<file path="config.mk">
export PLATFORM = sky130hd
export DESIGN_NAME = ldpc_bitflip_dec
export DESIGN_NICKNAME = d
export VERILOG_FILES = /design/src/rtl/ldpc_pkg.sv /design/src/rtl/ldpc_syndrome.sv /design/src/rtl/ldpc_bitflip_dec.sv
export SDC_FILE = /design/constraint.sdc
export NUM_CORES = 1
export LEC_CHECK = 0
export BUFFER_PORTS_ARGS = -buffer_cell sky130_fd_sc_hd__buf_2
export CAP_MARGIN = 15
export CORE_UTILIZATION = 58
export DETAILED_ROUTE_END_ITERATION = 6
export PLACE_DENSITY = 0.89
export SETUP_SLACK_MARGIN = 0.1
export SYNTH_ARGS = -nofsm -noshare
export SYNTH_HDL_FRONTEND = slang
export SYNTH_SLANG_ARGS = --single-unit
</file>
<file path="constraint.sdc">
create_clock -name clk -period 24.9 [get_ports clk]
set_input_delay 4.98 -clock clk [delete_from_list [all_inputs] [get_ports clk]]
set_output_delay 4.98 -clock clk [all_outputs]
set_load 0.02 [all_outputs]
</file>
<file path="src/rtl/ldpc_pkg.sv">
// Shared definitions for the hard-decision LDPC bit-flip decoders:
// FSM encoding, default code dimensions and the u[] counter width helper.
package ldpc_pkg;

  typedef enum logic [1:0] {
    IDLE = 2'd0,
    SYND = 2'd1,
    FLIP = 2'd2,
    DONE = 2'd3
  } state_t;

  localparam int DEF_N        = 11;
  localparam int DEF_K        = 6;
  localparam int DEF_MAX_ITER = 8;

  // Unsatisfied-check counts range over 0..M, so they need ceil(log2(M+1)) bits.
  function automatic int u_width(input int m);
    return (m < 1) ? 1 : $clog2(m + 1);
  endfunction

endpackage

</file>
<file path="src/rtl/ldpc_syndrome.sv">
// Combinational syndrome and per-bit unsatisfied-check counter.
// Row r of H sits at h[(M-1-r)*N +: N]; u[j] is packed at u[j*UW +: UW].
module ldpc_syndrome
  import ldpc_pkg::*;
#(
  parameter int N  = DEF_N,
  parameter int M  = DEF_N - DEF_K,
  parameter int UW = u_width(DEF_N - DEF_K)
) (
  input  logic [N-1:0]   word,
  input  logic [M*N-1:0] h,
  output logic [M-1:0]   s,
  output logic [N*UW-1:0] u
);

  genvar gi;

  generate
    for (gi = 0; gi < M; gi++) begin : g_row
      assign s[gi] = ^(h[(M-1-gi)*N +: N] & word);
    end

    for (gi = 0; gi < N; gi++) begin : g_col
      logic [UW-1:0] cnt;
      always_comb begin
        cnt = '0;
        for (int r = 0; r < M; r++) begin
          cnt = cnt + UW'(s[r] & h[(M-1-r)*N + gi]);
        end
      end
      assign u[gi*UW +: UW] = cnt;
    end
  endgenerate

endmodule

</file>
<file path="src/rtl/ldpc_bitflip_dec.sv">
// Iterative hard-decision bit-flip LDPC decoder (SYND/FLIP alternate per iteration).
// Optional flip statistics counter enabled by defining LDPC_DEC_FLIP_STATS_EN.
module ldpc_bitflip_dec
  import ldpc_pkg::*;
#(
  parameter int N        = DEF_N,
  parameter int K        = DEF_K,
  parameter int MAX_ITER = DEF_MAX_ITER
) (
  input  logic               clk,
  input  logic               rst,
  input  logic               i_en,
  input  logic [N-1:0]       codeword_in,
  input  logic [(N-K)*N-1:0] parity_check,
  output logic [N-1:0]       decoded,
  output logic [K-1:0]       info_out,
  output logic               o_valid,
  output logic               o_busy,
  output logic               o_success,
  output logic [7:0]         iter_count,
  output logic [15:0]        flip_total
);

  localparam int M  = N - K;
  localparam int UW = u_width(M);
  localparam logic [7:0] ITER_LIMIT = 8'(MAX_ITER);

  state_t         state_reg, state_next;
  logic [N-1:0]   word_reg, word_next;
  logic [7:0]     iter_reg, iter_next;
  logic           success_reg, success_next;

  logic [M-1:0]    synd;
  logic [N*UW-1:0] u_vec;
  logic [UW-1:0]   u_max;
  logic [N-1:0]    flip_mask;

  ldpc_syndrome #(
    .N  (N),
    .M  (M),
    .UW (UW)
  ) u_synd (
    .word (word_reg),
    .h    (parity_check),
    .s    (synd),
    .u    (u_vec)
  );

  always_comb begin
    u_max = '0;
    for (int j = 0; j < N; j++) begin
      if (u_vec[j*UW +: UW] > u_max) begin
        u_max = u_vec[j*UW +: UW];
      end
    end
  end

  // Every bit tied for the largest nonzero count flips together.
  genvar gi;
  generate
    for (gi = 0; gi < N; gi++) begin : g_flip
      assign flip_mask[gi] = (u_max != '0) && (u_vec[gi*UW +: UW] == u_max);
    end
  endgenerate

  always_ff @(posedge clk) begin
    if (rst) begin
      state_reg <= IDLE;
    end else begin
      state_reg <= state_next;
    end
  end

  always_comb begin
    state_next = state_reg;
    case (state_reg)
      IDLE, DONE: if (i_en) state_next = SYND;
      SYND: begin
        if (synd == '0)                 state_next = DONE;
        else if (iter_reg == ITER_LIMIT) state_next = DONE;
        else                            state_next = FLIP;
      end
      FLIP:    state_next = SYND;
      default: state_next = IDLE;
    endcase
  end

  always_comb begin
    o_busy  = (state_reg == SYND) || (state_reg == FLIP);
    o_valid = (state_reg == DONE);
  end

  always_comb begin
    word_next    = word_reg;
    iter_next    = iter_reg;
    success_next = success_reg;
    case (state_reg)
      IDLE, DONE: begin
        if (i_en) begin
          word_next    = codeword_in;
          iter_next    = '0;
          success_next = 1'b0;
        end
      end
      SYND: if (synd == '0) success_next = 1'b1;
      FLIP: begin
        word_next = word_reg ^ flip_mask;
        if (iter_reg < ITER_LIMIT) iter_next = iter_reg + 8'd1;
      end
      default: ;
    endcase
  end

  always_ff @(posedge clk) begin
    if (rst) begin
      word_reg    <= '0;
      iter_reg    <= '0;
      success_reg <= 1'b0;
    end else begin
      word_reg    <= word_next;
      iter_reg    <= iter_next;
      success_reg <= success_next;
    end
  end

  assign decoded    = word_reg;
  assign info_out   = word_reg[N-1:N-K];
  assign o_success  = success_reg;
  assign iter_count = iter_reg;

`ifdef LDPC_DEC_FLIP_STATS_EN
  localparam int CW = $clog2(N + 1);

  logic [CW-1:0] flip_cnt;
  logic [15:0]   flip_total_reg;
  logic [16:0]   flip_sum;

  always_comb begin
    flip_cnt = '0;
    for (int j = 0; j < N; j++) begin
      flip_cnt = flip_cnt + CW'(flip_mask[j]);
    end
  end

  assign flip_sum = {1'b0, flip_total_reg} + 17'(flip_cnt);

  always_ff @(posedge clk) begin
    if (rst) begin
      flip_total_reg <= '0;
    end else if (state_reg == FLIP) begin
      flip_total_reg <= flip_sum[16] ? 16'hFFFF : flip_sum[15:0];
    end
  end

  assign flip_total = flip_total_reg;
`else
  assign flip_total = '0;
`endif

endmodule

</file>
Word-level counts from Yosys, hierarchy flattened
Index checks and enable logic that the tools add are counted.
{"block": "totals", "register_bits": 22, "out_inout_bits": 44, "elab_cells": 189}
{"block": "classes", "n_mux": 23, "reduce_logical": 26, "add_sub_neg": 45, "bitwise": 61, "n_eq_ne": 18, "order_cmp": 12}
{"operator": "adder 3 bit", "n": 44}
{"operator": "AND 1 bit", "n": 55}
{"operator": "AND 11 bit", "n": 5}
{"operator": "parity 11 bit", "n": 5}
{"operator": "equality test 3 bit", "n": 11}
{"operator": "two-way mux 3 bit", "n": 11}
{"operator": "> comparator 3 bit", "n": 10}
{"operator": "case mux 11 bit (2 select lines)", "n": 1}
{"operator": "two-way mux 8 bit", "n": 2}
{"operator": "case mux 8 bit (2 select lines)", "n": 1}
{"operator": "logical AND 1 bit", "n": 11}
{"operator": "two-way mux 11 bit", "n": 1}
{"operator": "bitwise XOR 11 bit", "n": 1}
{"operator": "adder 8 x 1 -> 8 bit, second input constant", "n": 1}
{"operator": "equality test 8 x 4 -> 1 bit, second input constant", "n": 1}
{"operator": "< comparator 8 x 4 -> 1 bit, second input constant", "n": 1}
{"operator": "case mux 2 bit (3 select lines)", "n": 1}
{"operator": "AND reduction 3 bit", "n": 2}
{"operator": "zero test 5 bit", "n": 1}
{"operator": "equality test 2 bit, second input constant", "n": 2}
{"operator": "two-way mux 1 bit", "n": 4}
{"operator": "!= test 2 bit, second input constant", "n": 2}
{"operator": "nonzero test 2 bit", "n": 2}
{"operator": "> comparator 3 x 1 -> 1 bit, second input constant", "n": 1}
{"operator": "other kinds (9)", "n": 9}

Depth between registers and ports, before layout
{"block": "logic_depth", "depth_word": 33, "depth_mapped": 77}

Hierarchy
From an unflattened synthesis, not the netlist that was laid out.
{"block": "hier_totals", "hier_cells": 777, "hier_area_um2": 5871.9}
{"mod": "ldpc_bitflip_dec", "cells_each": 492, "area_each_um2": 3684.8, "n_inst": 1}
{"mod": "ldpc_syndrome", "cells_each": 285, "area_each_um2": 2187.1, "n_inst": 1}

Worst setup path before layout
No wires, ideal clock.
{"block": "synth_timing", "kind": "input to register", "from": "input port parity_check[46]", "to": "register word_reg[4] (netlist: decoded[4])", "t_required_ns": 24.826, "arrival_ns": 19.909, "path_stages": 72, "n_path_buf": 3, "setup_slack_ns": 4.917, "setup_ns": 0.074, "path_cell_list": "nand2_1 xor2_1 xnor2_1 xnor2_1 xnor2_1 clkbuf_1 nand2_1 fa_1 fa_1 inv_1 ha_1 inv_1 ha_1 and3_1 a211oi_1 a211oi_4 ha_1 and3b_1 (+36 left out) a211oi_1 a21oi_1 ha_1 and3b_1 o21ai_1 nor2_1 a31oi_1 inv_1 ha_1 and3_1 a21oi_1 clkbuf_1 nor2_1 a41o_1 o21ai_0 o2111ai_1 or4b_1 a31oi_1"}
{"block": "synth_between", "elab_chain_cells": 33}
{"element": "start, declared", "line": "ldpc_bitflip_dec.sv:14", "rtl": "input logic [(N-K)*N-1:0] parity_check,"}
{"element": "AND 11 bit", "line": "ldpc_syndrome.sv:20", "rtl": "assign s[gi] = ^(h[(M-1-gi)*N +: N] & word);"}
{"element": "parity 11 bit", "line": "ldpc_syndrome.sv:20"}
{"element": "AND 1 bit", "line": "ldpc_syndrome.sv:28", "rtl": "cnt = cnt + UW'(s[r] & h[(M-1-r)*N + gi]);"}
{"element": "adder 3 bit (4 in a row)", "line": "ldpc_syndrome.sv:28"}
{"element": "> comparator 3 x 1 -> 1 bit", "line": "ldpc_bitflip_dec.sv:52", "rtl": "if (u_vec[j*UW +: UW] > u_max) begin"}
{"element": "two-way mux 3 bit", "line": "ldpc_bitflip_dec.sv:52"}
{"element": "> comparator 3 bit", "line": "ldpc_bitflip_dec.sv:52"}
{"element": "two-way mux 3 bit", "line": "ldpc_bitflip_dec.sv:52"}
{"element": "(+14 left out)"}
{"element": "> comparator 3 bit", "line": "ldpc_bitflip_dec.sv:52"}
{"element": "two-way mux 3 bit", "line": "ldpc_bitflip_dec.sv:52"}
{"element": "> comparator 3 bit", "line": "ldpc_bitflip_dec.sv:52"}
{"element": "two-way mux 3 bit", "line": "ldpc_bitflip_dec.sv:52"}
{"element": "equality test 3 bit / nonzero test 3 bit (equally long branches)", "line": "ldpc_bitflip_dec.sv:62", "rtl": "assign flip_mask[gi] = (u_max != '0) && (u_vec[gi*UW +: UW] == u_max);"}
{"element": "logical AND 1 bit *", "line": "ldpc_bitflip_dec.sv:62"}
{"element": "bitwise XOR 11 bit *", "line": "ldpc_bitflip_dec.sv:107", "rtl": "word_next = word_reg ^ flip_mask;"}
{"element": "case mux 11 bit (2 select lines) *", "line": "ldpc_bitflip_dec.sv:97", "rtl": "case (state_reg)"}
{"element": "end signal, assigned", "line": "ldpc_bitflip_dec.sv:120", "rtl": "word_reg <= word_next;"}
{"element": "end, declared", "line": "ldpc_bitflip_dec.sv:29", "rtl": "logic [N-1:0] word_reg, word_next;"}
Mark *: on every way between the ends. The rest lies on a longest branch, timed or not.
A chain may end at the register's enable or synchronous reset.

Worst setup path after layout
{"block": "layout_timing", "from": "input port parity_check[20]", "to": "register word_reg[5] (netlist: decoded[5])"}
{"block": "layout_between", "elab_chain_cells": 31}
{"element": "AND 11 bit", "line": "ldpc_syndrome.sv:20"}
{"element": "parity 11 bit", "line": "ldpc_syndrome.sv:20"}
{"element": "AND 1 bit", "line": "ldpc_syndrome.sv:28"}
{"element": "adder 3 bit (2 in a row)", "line": "ldpc_syndrome.sv:28"}
{"element": "> comparator 3 x 1 -> 1 bit", "line": "ldpc_bitflip_dec.sv:52"}
{"element": "two-way mux 3 bit", "line": "ldpc_bitflip_dec.sv:52"}
{"element": "> comparator 3 bit", "line": "ldpc_bitflip_dec.sv:52"}
{"element": "two-way mux 3 bit", "line": "ldpc_bitflip_dec.sv:52"}
{"element": "(+14 left out)"}
{"element": "> comparator 3 bit", "line": "ldpc_bitflip_dec.sv:52"}
{"element": "two-way mux 3 bit", "line": "ldpc_bitflip_dec.sv:52"}
{"element": "> comparator 3 bit", "line": "ldpc_bitflip_dec.sv:52"}
{"element": "two-way mux 3 bit", "line": "ldpc_bitflip_dec.sv:52"}
{"element": "equality test 3 bit / nonzero test 3 bit (equally long branches)", "line": "ldpc_bitflip_dec.sv:62"}
{"element": "logical AND 1 bit *", "line": "ldpc_bitflip_dec.sv:62"}
{"element": "bitwise XOR 11 bit *", "line": "ldpc_bitflip_dec.sv:107"}
{"element": "case mux 11 bit (2 select lines) *", "line": "ldpc_bitflip_dec.sv:97"}
Marks and branches as above.

==> impl_metrics.env <==
export IMPL_grt_usage=0.367
export IMPL_r2r_end="decoded[5]"
export IMPL_violations="DRC"
export IMPL_critPathKind="primary input to register"
export IMPL_reg2regPathDepth=70
export IMPL_routedWlPerCell_um=19.2
export IMPL_clockBufferDepth=2
export IMPL_tightestPinTransition_ns=0.827
export IMPL_ys_seq_area_frac=0.0816
export IMPL_ios=113
export IMPL_drt_wl_total_um=17700
export IMPL_place_area_sq_um=5830
export IMPL_via_per_inst=6.51
export IMPL_syn_inst=744
export IMPL_cts_clk_slew_worst_paths_ns=0.08
export IMPL_reg2reg_slack_ns=6.20
export IMPL_hold_viol_final=0
export IMPL_grt_ovfl_total=0
export IMPL_required_ns=25.09
export IMPL_max_slew_margin=0.449
export IMPL_die_area_sq_um=9700
export IMPL_worstHoldStart="iter_count[7]"
export IMPL_grt_pass1_vias=5968
export IMPL_yosysWarnings=0
export IMPL_antenna_found_initial=0
export IMPL_clk_latency_ns=0.27
export IMPL_critical_path_arrival_ns=23.11
export IMPL_fin_tns_setup_ns=0
export IMPL_fp_dieH_um=98.5
export IMPL_maxSlewViolCount=0
export IMPL_holdCritPathClass="register to register"
export IMPL_slowest_delay_ns=0.66
export IMPL_critPathSlowestCell="a21oi_1"
export IMPL_cts_hold_buf=0
export IMPL_cp_start_kind="primary input"
export IMPL_area_growth_pct=9.36
export IMPL_async_reset_ff_frac=0
export IMPL_yosys_area_top_type="ha_1"
export IMPL_cts_resized=0
export IMPL_num_rows=34
export IMPL_synth_area_leaders="ha_1 11%, nand2_1 8.2%, dfxtp_1 8.2%"
export IMPL_syn_area_per_cell_sq_um=7.26
export IMPL_die_x_um=98.5
export IMPL_drive_above_1_share=0.163
export IMPL_rsz0062_at_grt="no"
export IMPL_r2r_start="decoded[5]"
export IMPL_final_area_sq_um=5910
export IMPL_setup_violations=0
export IMPL_drc=20
export IMPL_cts_inserted_buffers=3
export IMPL_hold_depth=2
export IMPL_drv_cap=0
export IMPL_worstPathMaxFanout=12
export IMPL_dpl_hpwl_um=14500
export IMPL_cts_tree="done"
export IMPL_num_vias=5999
export IMPL_synthDistinctLibCells=78
export IMPL_largest_reg_flops=11
export IMPL_core_area_sq_um=8850
export IMPL_finClkSkew_ns=0.00467
export IMPL_synth_enable_flop_cells=0
export IMPL_yosysMostFrequentCell="nand2_1"
export IMPL_synth_top_area_frac=0.109
export IMPL_htreeDepth=1
export IMPL_period_share=0.920
export IMPL_ys_seq_elements=22
export IMPL_postCtsSetupBuffers=0
export IMPL_ys_flop_type="dfxtp_1"
export IMPL_clock_sinks=22
export IMPL_antenna_left=0
export IMPL_dr_pass1_iters=7
export IMPL_grt_pass1_wl_um=28400
export IMPL_root_buffer="clkbuf_8"
export IMPL_io_buffer_count=96
export IMPL_fmax_mhz=43.6
export IMPL_antenna_cells=0
export IMPL_period_needed_ns=22.92
export IMPL_nets=953
export IMPL_drtIter0Drc=600
export IMPL_initial_utilization=0.610
export IMPL_grt_max_degree=25
export IMPL_crit_top_cell="ha_1"
export IMPL_cp_end_kind="register"
export IMPL_netlist_top_cells_count="118 x nand2_1, 52 x inv_1, 47 x ha_1"
export IMPL_syn_area_sq_um=5400
export IMPL_hold_end="iter_count[7]"
export IMPL_gp_congestion=1.04
export IMPL_outcome="finished, violations left"
-- critical path: cells and delay by family --
kind | cells | cell delay [ns]
AO/OA/AOI/OAI | 21 | 6.14
XOR/XNOR | 4 | 1.34
adder cells (fa/ha/maj) | 13 | 4.20
buffers and inverters | 7 | 0.87
multiplexers | 3 | 0.69
AND/OR/NAND/NOR | 23 | 4.86
-- per-stage QoR --
stage | hold slack [ns] | worst slack, ns | std cells | utilization
CTS | 0.501 | 2.48 | 921 | 0.667
finish | 0.506 | 1.98 | 922 | 0.667
global route | 0.565 | 0.899 | 922 | 0.667
floorplan | 0.511 | 4.92 | 759 | -
global placement | 0.469 | 3.18 | 917 | 0.659
detailed placement | 0.480 | 2.22 | 917 | 0.659
-- per-layer routing --
metal | wire, um | track usage | part of all wire | vias up
li1 | - | - | - | 2717
met1 | 6680 | 0.459 | 0.38 | 2766
met2 | 8060 | 0.613 | 0.46 | 453
met3 | 2130 | 0.0752 | 0.12 | 63
met4 | 816 | 0.162 | 0.046 | 0
met5 | 0 | 0 | 0 | -
-- cell type report --
cell class,instances,area [sq um]
Clock buffer,3,41.3
Fill cell,770,2940
Sequential cell,22,440
Tap cell,108,135
Inverter,53,199
Clock inverter,1,30.0
Multi-Input combinational cell,632,4530
Timing Repair Buffer,103,531
-- cell usage in the layout (no fill, tap or decap), types with 5 or more instances in the layout --
| master | n |
|---|---|
| nand3b_1 | 6 |
| xor2_1 | 21 |
| nor3_1 | 9 |
| conb_1 | 16 |
| nand4_1 | 5 |
| dfxtp_1 | 22 |
| o21ai_0 | 29 |
| nand3_1 | 19 |
| a21oi_1 | 36 |
| buf_2 | 97 |
| a31oi_1 | 18 |
| o31ai_1 | 7 |
| and2_1 | 33 |
| a21o_1 | 6 |
| fa_1 | 22 |
| mux2_2 | 6 |
| buf_4 | 6 |
| a211oi_1 | 9 |
| xnor2_1 | 46 |
| o21ai_1 | 5 |
| o2111ai_1 | 6 |
| nor2_1 | 40 |
| ha_1 | 47 |
| mux2i_1 | 11 |
| nand2_1 | 118 |
| inv_1 | 52 |
| nand2b_1 | 9 |
| and3_1 | 19 |
-- worst max path at each step --
stage | from | to | slack, ns | depth (start not counted)
6_report | parity_check[20] | decoded[5] | 1.98 | 71
3_5_place_dp | parity_check[20] | decoded[5] | 2.22 | 71
5_1_grt | parity_check[20] | decoded[5] | 0.90 | 71
2_1_floorplan | parity_check[46] | decoded[4] | 4.92 | 72
3_3_place_gp | parity_check[20] | decoded[4] | 3.18 | 72
4_1_cts | parity_check[20] | decoded[5] | 2.48 | 71
-- cells by family (layout without fill, tap and decap cells) --
family	Yosys count	after routing	synth area share
and+or+nand+nor	289	289	0.264
xor gates and xnor gates	67	67	0.109
AOI/OAI and AO/OA	174	174	0.232
DFF	22	22	0.0816
buffers and inverters	105	160	0.0901
muxes	17	17	0.0329
adders and majority gates	69	69	0.190
other	1	16	0.000694
Power is left out: the tool's default activity adds up to more than one toggle a clock period on the data nets, which glitch-free logic cannot reach.
